==> config.mk <==
export PLATFORM = sky130hd
export DESIGN_NAME = hht_fetch_sched
export DESIGN_NICKNAME = d
export VERILOG_FILES = /design/src/rtl/hht_pkg.sv /design/src/rtl/hht_rr_arb2.sv /design/src/rtl/hht_fetch_sched.sv
export SDC_FILE = /design/constraint.sdc
export NUM_CORES = 1
export LEC_CHECK = 0
export CAP_MARGIN = 20
export CORE_MARGIN = 3
export CORE_UTILIZATION = 39
export DETAILED_ROUTE_END_ITERATION = 16
export PLACE_DENSITY_LB_ADDON = 0.12
export SYNTH_ARGS = -nofsm -noshare
export SYNTH_HDL_FRONTEND = slang
export SYNTH_HIERARCHICAL = 1
export SYNTH_SLANG_ARGS = --single-unit
==> constraint.sdc <==
create_clock -name clk_i -period 4.8 [get_ports clk_i]
set_clock_uncertainty 0.15 [all_clocks]
set_input_delay 0.48 -clock clk_i [delete_from_list [all_inputs] [get_ports clk_i]]
set_output_delay 0.48 -clock clk_i [all_outputs]
set_load 0.1 [all_outputs]
==> src/rtl/hht_pkg.sv <==
// Shared types and constants for the HHT operand-fetch scheduler.
// Channel ids double as indices into the per-channel register arrays.
package hht_pkg;

  typedef enum logic [1:0] {
    IDLE,
    RUN,
    DRAIN,
    DONE
  } state_e;

  localparam logic CH_COL = 1'b0;
  localparam logic CH_V   = 1'b1;

  // Cycles from the registered read strobe to valid read data.
  localparam int MEM_LAT = 1;

  // Tag pipeline depth: one stage for the strobe register plus the memory latency.
  localparam int TAG_DEPTH = MEM_LAT + 1;

endpackage

==> src/rtl/hht_rr_arb2.sv <==
// Two-requester round-robin arbiter.
// The last-grant pointer is a register kept in the parent module.
module hht_rr_arb2 (
  input  logic [1:0] req_i,
  input  logic       last_i,
  output logic [1:0] gnt_o
);

  // On contention, the channel that did not win last time gets the grant.
  // Otherwise the request vector is already one-hot or empty.
  always_comb begin
    gnt_o = req_i;
    if (req_i == 2'b11) begin
      gnt_o = last_i ? 2'b01 : 2'b10;
    end
  end

endmodule

==> src/rtl/hht_fetch_sched.sv <==
// Two-stream operand fetch scheduler sharing one single-ported read memory.
// Reads are round-robin arbitrated; each returned word is tagged with its channel.
module hht_fetch_sched
  import hht_pkg::*;
#(
  parameter int AW    = 32,
  parameter int DW    = 32,
  parameter int LEN_W = 16
) (
  input  logic             clk_i,
  input  logic             rst_ni,
  input  logic             start_i,
  input  logic [AW-1:0]    base0_i,
  input  logic [LEN_W-1:0] len0_i,
  input  logic [AW-1:0]    base1_i,
  input  logic [LEN_W-1:0] len1_i,
  input  logic             rdy0_i,
  input  logic             rdy1_i,
  output logic [AW-1:0]    mem_addr_o,
  output logic             mem_rd_o,
  input  logic [DW-1:0]    mem_rdata_i,
  output logic [DW-1:0]    dout_o,
  output logic             dout_vld0_o,
  output logic             dout_vld1_o,
  output logic             busy_o,
  output logic             done_o
);

  state_e                    state_q;
  logic [1:0][AW-1:0]        addr_q;
  logic [1:0][AW-1:0]        addr_d;
  logic [1:0][LEN_W-1:0]     rem_q;
  logic [1:0][LEN_W-1:0]     rem_d;
  logic                      rr_q;
  logic [TAG_DEPTH-1:0]      tag_vld_q;
  logic [TAG_DEPTH-1:0]      tag_ch_q;

  logic [1:0]                rdy;
  logic [1:0]                elig;
  logic [1:0]                gnt;
  logic                      issue;
  logic                      gnt_ch;
  logic                      last_issue;

  assign rdy = {rdy1_i, rdy0_i};

  for (genvar gi = 0; gi < 2; gi++) begin : g_chan
    assign elig[gi]   = (state_q == RUN) && (rem_q[gi] != '0) && rdy[gi];
    assign addr_d[gi] = gnt[gi] ? addr_q[gi] + AW'(1) : addr_q[gi];
    assign rem_d[gi]  = gnt[gi] ? rem_q[gi] - LEN_W'(1) : rem_q[gi];
  end

  hht_rr_arb2 u_arb (
    .req_i  (elig),
    .last_i (rr_q),
    .gnt_o  (gnt)
  );

  assign issue      = |gnt;
  assign gnt_ch     = gnt[CH_V];
  assign last_issue = issue && (rem_d[CH_COL] == '0) && (rem_d[CH_V] == '0);

  always_ff @(posedge clk_i) begin
    if (!rst_ni) begin
      state_q     <= IDLE;
      addr_q      <= '0;
      rem_q       <= '0;
      rr_q        <= CH_V;
      tag_vld_q   <= '0;
      tag_ch_q    <= '0;
      mem_addr_o  <= '0;
      mem_rd_o    <= 1'b0;
      dout_o      <= '0;
      dout_vld0_o <= 1'b0;
      dout_vld1_o <= 1'b0;
      busy_o      <= 1'b0;
      done_o      <= 1'b0;
    end else begin
      // Return path runs every cycle so words issued just before DRAIN still land.
      tag_vld_q   <= {tag_vld_q[TAG_DEPTH-2:0], issue};
      tag_ch_q    <= {tag_ch_q[TAG_DEPTH-2:0], gnt_ch};
      dout_vld0_o <= tag_vld_q[TAG_DEPTH-1] && (tag_ch_q[TAG_DEPTH-1] == CH_COL);
      dout_vld1_o <= tag_vld_q[TAG_DEPTH-1] && (tag_ch_q[TAG_DEPTH-1] == CH_V);
      if (tag_vld_q[TAG_DEPTH-1]) begin
        dout_o <= mem_rdata_i;
      end

      mem_rd_o <= 1'b0;
      done_o   <= 1'b0;

      case (state_q)
        IDLE: begin
          if (start_i) begin
            addr_q[CH_COL] <= base0_i;
            rem_q[CH_COL]  <= len0_i;
            addr_q[CH_V]   <= base1_i;
            rem_q[CH_V]    <= len1_i;
            busy_o         <= 1'b1;
            if ((len0_i == '0) && (len1_i == '0)) begin
              state_q <= DONE;
              done_o  <= 1'b1;
            end else begin
              state_q <= RUN;
            end
          end
        end

        RUN: begin
          if (issue) begin
            mem_addr_o <= gnt_ch ? addr_q[CH_V] : addr_q[CH_COL];
            mem_rd_o   <= 1'b1;
            rr_q       <= gnt_ch;
            addr_q     <= addr_d;
            rem_q      <= rem_d;
            if (last_issue) begin
              state_q <= DRAIN;
            end
          end
        end

        DRAIN: begin
          if (tag_vld_q == '0) begin
            state_q <= DONE;
            done_o  <= 1'b1;
          end
        end

        DONE: begin
          state_q <= IDLE;
          busy_o  <= 1'b0;
        end

        default: begin
          state_q <= IDLE;
          busy_o  <= 1'b0;
        end
      endcase
    end
  end

endmodule
Word level (Yosys, flattened, before mapping) --
Cells that the tools add are included.
Operators by class: equality and inequality tests 10, bitwise gates (word level) 1, $add $sub $neg 4, reduce and logical (&&, ||, !) cells 27, mux-type cells 26
Operators with widths (count):
- $mux 32 | 5
- $mux 64 | 2
- $pmux 64 s2 | 1
- $add 32x1->32 const B | 2
- $logic_not 16->1 | 4
- $pmux 32 s2 | 1
- $mux 16 | 2
- $reduce_bool 16->1 | 2
- $sub 16x1->16 const B | 2
- $mux 2 | 7
- $ne 2x2->1 const B | 6
- $reduce_and 4->1 | 3
- $logic_and 1x1->1 | 9
- $pmux 2 s4 | 1
- $eq 2x2->1 const B | 3
- $reduce_and 2->1 | 3
- $mux 1 | 5
- $logic_not 2->1 | 2
- $pmux 1 s2 | 2
- $reduce_bool 2->1 | 2
- $reduce_and 3->1 | 1
- $eq 2x1->1 const B | 1
- $reduce_or 2->1 | 1
- $not 1->1 | 1
Word-level totals: register bits 172, word-level logic and storage cells 83, input bits 133, output and inout port bits 69

Longest topological paths before layout --
word-level depth 12, depth in mapped cells 19, depth with buffers taken out 12

Cells and area by module --
Netlist, hierarchy kept.
Modules (own cells, without submodules):
- hht_fetch_sched | area each 9246.4 µm², cells each 1198, sequential area each 3443.3 µm², instances 1
- hht_rr_arb2 | area each 18.8 µm², cells each 3, sequential area each 0.0 µm², instances 1

Worst setup path after synthesis --
No wires, ideal clock.
path type register -> register, start register state_q[1], end register state_q[0], library setup time 0.072 ns, period minus slack after synthesis 4.291 ns, data required time 4.578 ns, cell stages (with the launch flop) 19, slack 0.509 ns, data arrival time 4.070 ns, path buffers 6, cell sequence dfxtp_1 inv_1 ha_1 clkbuf_1 clkbuf_1 buf_1 clkbuf_1 nand2_1 a31oi_1 a21boi_1 buf_4 or4b_1 buf_2 or4_4 xor2_1 nand4_1 nor4_1 a21o_1 mux2i_1
On the way: longest elaborated chain between the ends 11, elaborated cells on any way between the ends 23, those cells by class eq/ne: 8; mux: 4; reduce/logical: 11
RTL lines:
- start: declaration | RTL line hht_fetch_sched.sv:29 | state_e state_q;
- start signal: assignment | RTL line hht_fetch_sched.sv:65 | state_q <= IDLE;
- start signal: assignment | RTL line hht_fetch_sched.sv:100 | state_q <= DONE;
- start signal: assignment | RTL line hht_fetch_sched.sv:103 | state_q <= RUN;
- $eq 2x1->1 (*) | RTL line hht_fetch_sched.sv:48 | assign elig[gi] = (state_q == RUN) && (rem_q[gi] != '0) && rdy[gi];
- $logic_and 1x1->1 (*) (2 in series) | RTL line hht_fetch_sched.sv:48
- via elig[0] | RTL line hht_fetch_sched.sv:39 | logic [1:0] elig;
- $eq 2x2->1 | RTL line hht_rr_arb2.sv:13 | if (req_i == 2'b11) begin
- $mux 2 (*) | RTL line hht_rr_arb2.sv:13
- via gnt[0] | RTL line hht_fetch_sched.sv:40 | logic [1:0] gnt;
- $mux 16 | RTL line hht_fetch_sched.sv:50 | assign rem_d[gi] = gnt[gi] ? rem_q[gi] - LEN_W'(1) : rem_q[gi];
- $logic_not 16->1 | RTL line hht_fetch_sched.sv:61 | assign last_issue = issue && (rem_d[CH_COL] == '0) && (rem_d[CH_V] == '0);
- $logic_and 1x1->1 (2 in series) | RTL line hht_fetch_sched.sv:61
- $ne 2x2->1 (no source line)
- $reduce_and 4->1 (no source line) (*)
Mark *: on every way through the listed nets, which the timed path passes. The rest lies on a longest branch. A chain may end at the register's enable or synchronous reset.

Worst setup path in the final report --
start register rem_q[19] in the netlist's numbering, end register state_q[0]
On the way: longest elaborated chain between the ends 11, elaborated cells on any way between the ends 16, those cells by class add/sub: 1; eq/ne: 3; mux: 3; reduce/logical: 9
RTL lines:
- start: declaration | RTL line hht_fetch_sched.sv:32 | logic [1:0][LEN_W-1:0] rem_q;
- start signal: indexed assignment | RTL line hht_fetch_sched.sv:95 | rem_q[CH_COL] <= len0_i;
- start signal: indexed assignment | RTL line hht_fetch_sched.sv:97 | rem_q[CH_V] <= len1_i;
- start signal: assignment | RTL line hht_fetch_sched.sv:114 | rem_q <= rem_d;
- $reduce_bool 16->1 (*) | RTL line hht_fetch_sched.sv:48
- $logic_and 1x1->1 (*) (2 in series) | RTL line hht_fetch_sched.sv:48
- via elig[1] | RTL line hht_fetch_sched.sv:39
- $eq 2x2->1 (*) | RTL line hht_rr_arb2.sv:13
- $mux 2 (*) | RTL line hht_rr_arb2.sv:13
- via gnt[0] | RTL line hht_fetch_sched.sv:40
- $mux 16 | RTL line hht_fetch_sched.sv:50
- $logic_not 16->1 | RTL line hht_fetch_sched.sv:61
- $logic_and 1x1->1 (2 in series) | RTL line hht_fetch_sched.sv:61
- $ne 2x2->1 (no source line)
- $reduce_and 4->1 (no source line) (*)
Marked as above.

==> out/metrics.yaml <==
rows: 55
yosys_warnings: 6
firstDrtPassIters: 5
setup-tns-final_ps: 0
die_height_um: 160
synth.top_cell.area_share_pct: 37.2
synth_cells: 1201
max_slew_margin_pct: 29.6
wl_mm: 29.7
design.die.area_um2: 25600
dp_hpwl_mm: 21.0
peakVddDrop_mv: 0.295
ios: 202
slew_viol_final: 0
synth_area_leader_cell: "dfxtp_1"
intPower_w: 0.00371
placed_cells: 1639
ys_seq_area_share_pct: 37.2
via_per_inst: 5.60
vias: 9352
clkSinkCount: 172
worst_pin_slew_ps: 1060
ys_types: 60
postCtsSetupBuffers: 0
power_density_nw_per_um2: 576
path_clk_slew_ps: 70
cp_cell_sequence: "or4_1, nor2_1, a41oi_1, a21boi_1, or4b_1, or4_4, xor2_1, nand4_1, nor4_1, a21o_1, mux2i_1"
ctsResizeCount: 0
holdPathStages: 1
final_cells: 1670
p_seq_share_pct: 33.4
slowest_delay_ps: 710
drt_iter0_drc: 651
grt_max_degree: 108
place.gp.congestion: 0.860
antenna_found_initial: 0
reg2reg_to: "state_q[0]"
drive_gt1_share_pct: 6.26
fin_crit_sh_pct: 85.2
clkLatencyLatePin_ps: 430
total_power_w: 0.00694
yosys.cell_count.top_type: "nor2_1"
status: "complete, no violations"
setup_violations: 0
cts-root-buf: "clkbuf_16"
synth-seq-cells: 172
syn_area_um2: 9270
required_ps: 5010
maxCapViolCount: 0
final_antenna_net_count: 0
yosys_most_used_dff: "dfxtp_1"
numPortBuffers: 201
cp-end-kind: "flop"
leakagePower_nw: 4.06
cts_tree: "yes"
worstReg2RegStart: "rem_q[19]"
synth_edf_count: 0
net-switching-power_w: 0.00324
fin_nets: 1487
min_to: "dout_vld0_o"
drc: 0
avgSynthCellArea_um2: 7.71
hold_path_class: "reg2reg"
cp_slowest_cell: "or4_1"
period_needed_ps: 4090
initial_core_util_pct: 40.3
startpoint_type: "flop"
regToRegSetupSlack_ps: 710
fp.dieW_um: 160
p_clk_share_pct: 19.6
grt_pass1_wl_mm: 47.4
antennaDiodeCount: 0
htree_levels: 4
timing.fmax_ghz: 0.244
whs_ps: 253
rsz0062_at_grt: "false"
syn_to_final_growth_pct: 30.1
cts_buffers: 17
async_flop_share_pct: 0
power_switching_share_pct: 46.6
r2r_cells: 11
avgRoutedWirePerCell_um: 17.8
clock_path_buffers: 2
grt.overflow.total: 0
synth.area.top_cells: "dfxtp_1, mux2i_1, nor2_1, a21oi_1, o21ai_0"
grt_pass1_vias: 8681
min_from: "tag_ch_q[1]"
hold_violations: 0
core_um2: 23000
critPathMaxFanout: 9
power_frac_comb_pct: 47.0
crit_type: "reg2reg"
ys_top_cells_by_count: "nor2_1, dfxtp_1, a21oi_1, nand2_1, clkbuf_1"
cts_hold_buf: 0
grt.total_usage_pct: 22.7
crit_arrival_ps: 4300
syn_nets: 1343
-- worst max-delay path: cells and delay by family (launching register included) --
kind,cells,cell delay [ps]
flip-flops,1,410
AND/OR/NAND/NOR,6,2530
AO/OA/AOI/OAI,3,590
XOR/XNOR,1,140
multiplexers,1,200
-- placed cells by master, fill, tap and decap left out, types with 4 or more instances in the layout --
cell / n
a211oi_1: 47
a21oi_1: 110
and3_1: 18
nor4_1: 16
or4_1: 4
and2_1: 21
xnor2_1: 7
o21a_1: 4
inv_1: 29
o221a_2: 16
mux2i_1: 70
nor2_1: 179
nand4_1: 14
nor2b_1: 6
nand3_1: 36
nand2b_1: 5
xor2_1: 5
o22ai_1: 25
and4_1: 5
nor3_1: 34
clkbuf_16: 17
a22oi_1: 8
o31ai_1: 7
o211ai_1: 6
a41oi_1: 9
inv_6: 4
dfxtp_1: 171
buf_4: 20
a221oi_1: 4
a31oi_1: 19
ha_1: 8
clkdlybuf4s50_1: 201
o21ai_0: 76
o2bb2ai_1: 7
nand2_1: 89
-- worst max path at each step --
| stage | from | end | cells past startpoint |
|---|---|---|---|
| after global placement | rdy0_i | state_q[1] | 11 |
| after CTS | rem_q[19] | state_q[0] | 11 |
| after detailed placement | rem_q[19] | state_q[0] | 11 |
| final | rem_q[19] | state_q[0] | 11 |
| after global routing | rem_q[19] | state_q[0] | 11 |
| after floorplan | state_q[1] | state_q[0] | 18 |
-- stage by stage --
step / utilization, % / worst slack (ps) / instance area (µm²)
5_1_grt: 52.4 / 412 / 12100
2_1_floorplan: - / 509 / 9270
3_3_place_gp: 50.0 / 796 / 11500
6_report: 52.4 / 708 / 12100
4_1_cts: 52.4 / 673 / 12100
3_5_place_dp: 50.0 / 718 / 11500
-- power groups by stage --
stage / logic (W) / clock network, W / registers [W]
floorplan: 0.00203 / 0 / 0.00263
global placement: 0.00322 / 0 / 0.00233
detailed placement: 0.00325 / 0 / 0.00234
CTS: 0.00326 / 0.00139 / 0.00231
global route: 0.00361 / 0.00145 / 0.00238
finish: 0.00326 / 0.00136 / 0.00232
-- logic make-up after synthesis --
family,after synthesis,share of synthesized area (%)
flops,172,37.2
fa+ha+maj,9,1.22
buf+inv,127,5.31
mux,71,7.68
xor+xnor,12,1.13
compound gates,360,24.5
simple gates,450,23.0
-- cell type report --
class	instances	area (µm²)
inverters	31	119
clock inverters	13	133
fillers	2258	10900
clock buffers	18	429
flip-flops and latches	172	3440
well taps	313	392
repair buffers	221	2160
multi-input cells	902	5380
-- state kept, by name, summed over array words and instances (netlist names) --
signal and cells:
addr_q 64, dout_o 32, mem_addr_o 32, rem_q 32, state_q 2, tag_ch_q 2, tag_vld_q 2, busy_o 1
done_o 1, dout_vld0_o 1, dout_vld1_o 1, mem_rd_o 1, rr_q 1
-- layer usage --
metal / up-vias / global-route usage, % / wire length [µm]
met1: 4392 / 30.6 / 13500
li1: 4664 / - / -
met3: 31 / 4.33 / 1430
met5: - / 0 / 0
met2: 265 / 37.2 / 14100
met4: 0 / 6.43 / 662
(Power assumes the default switching activity.)
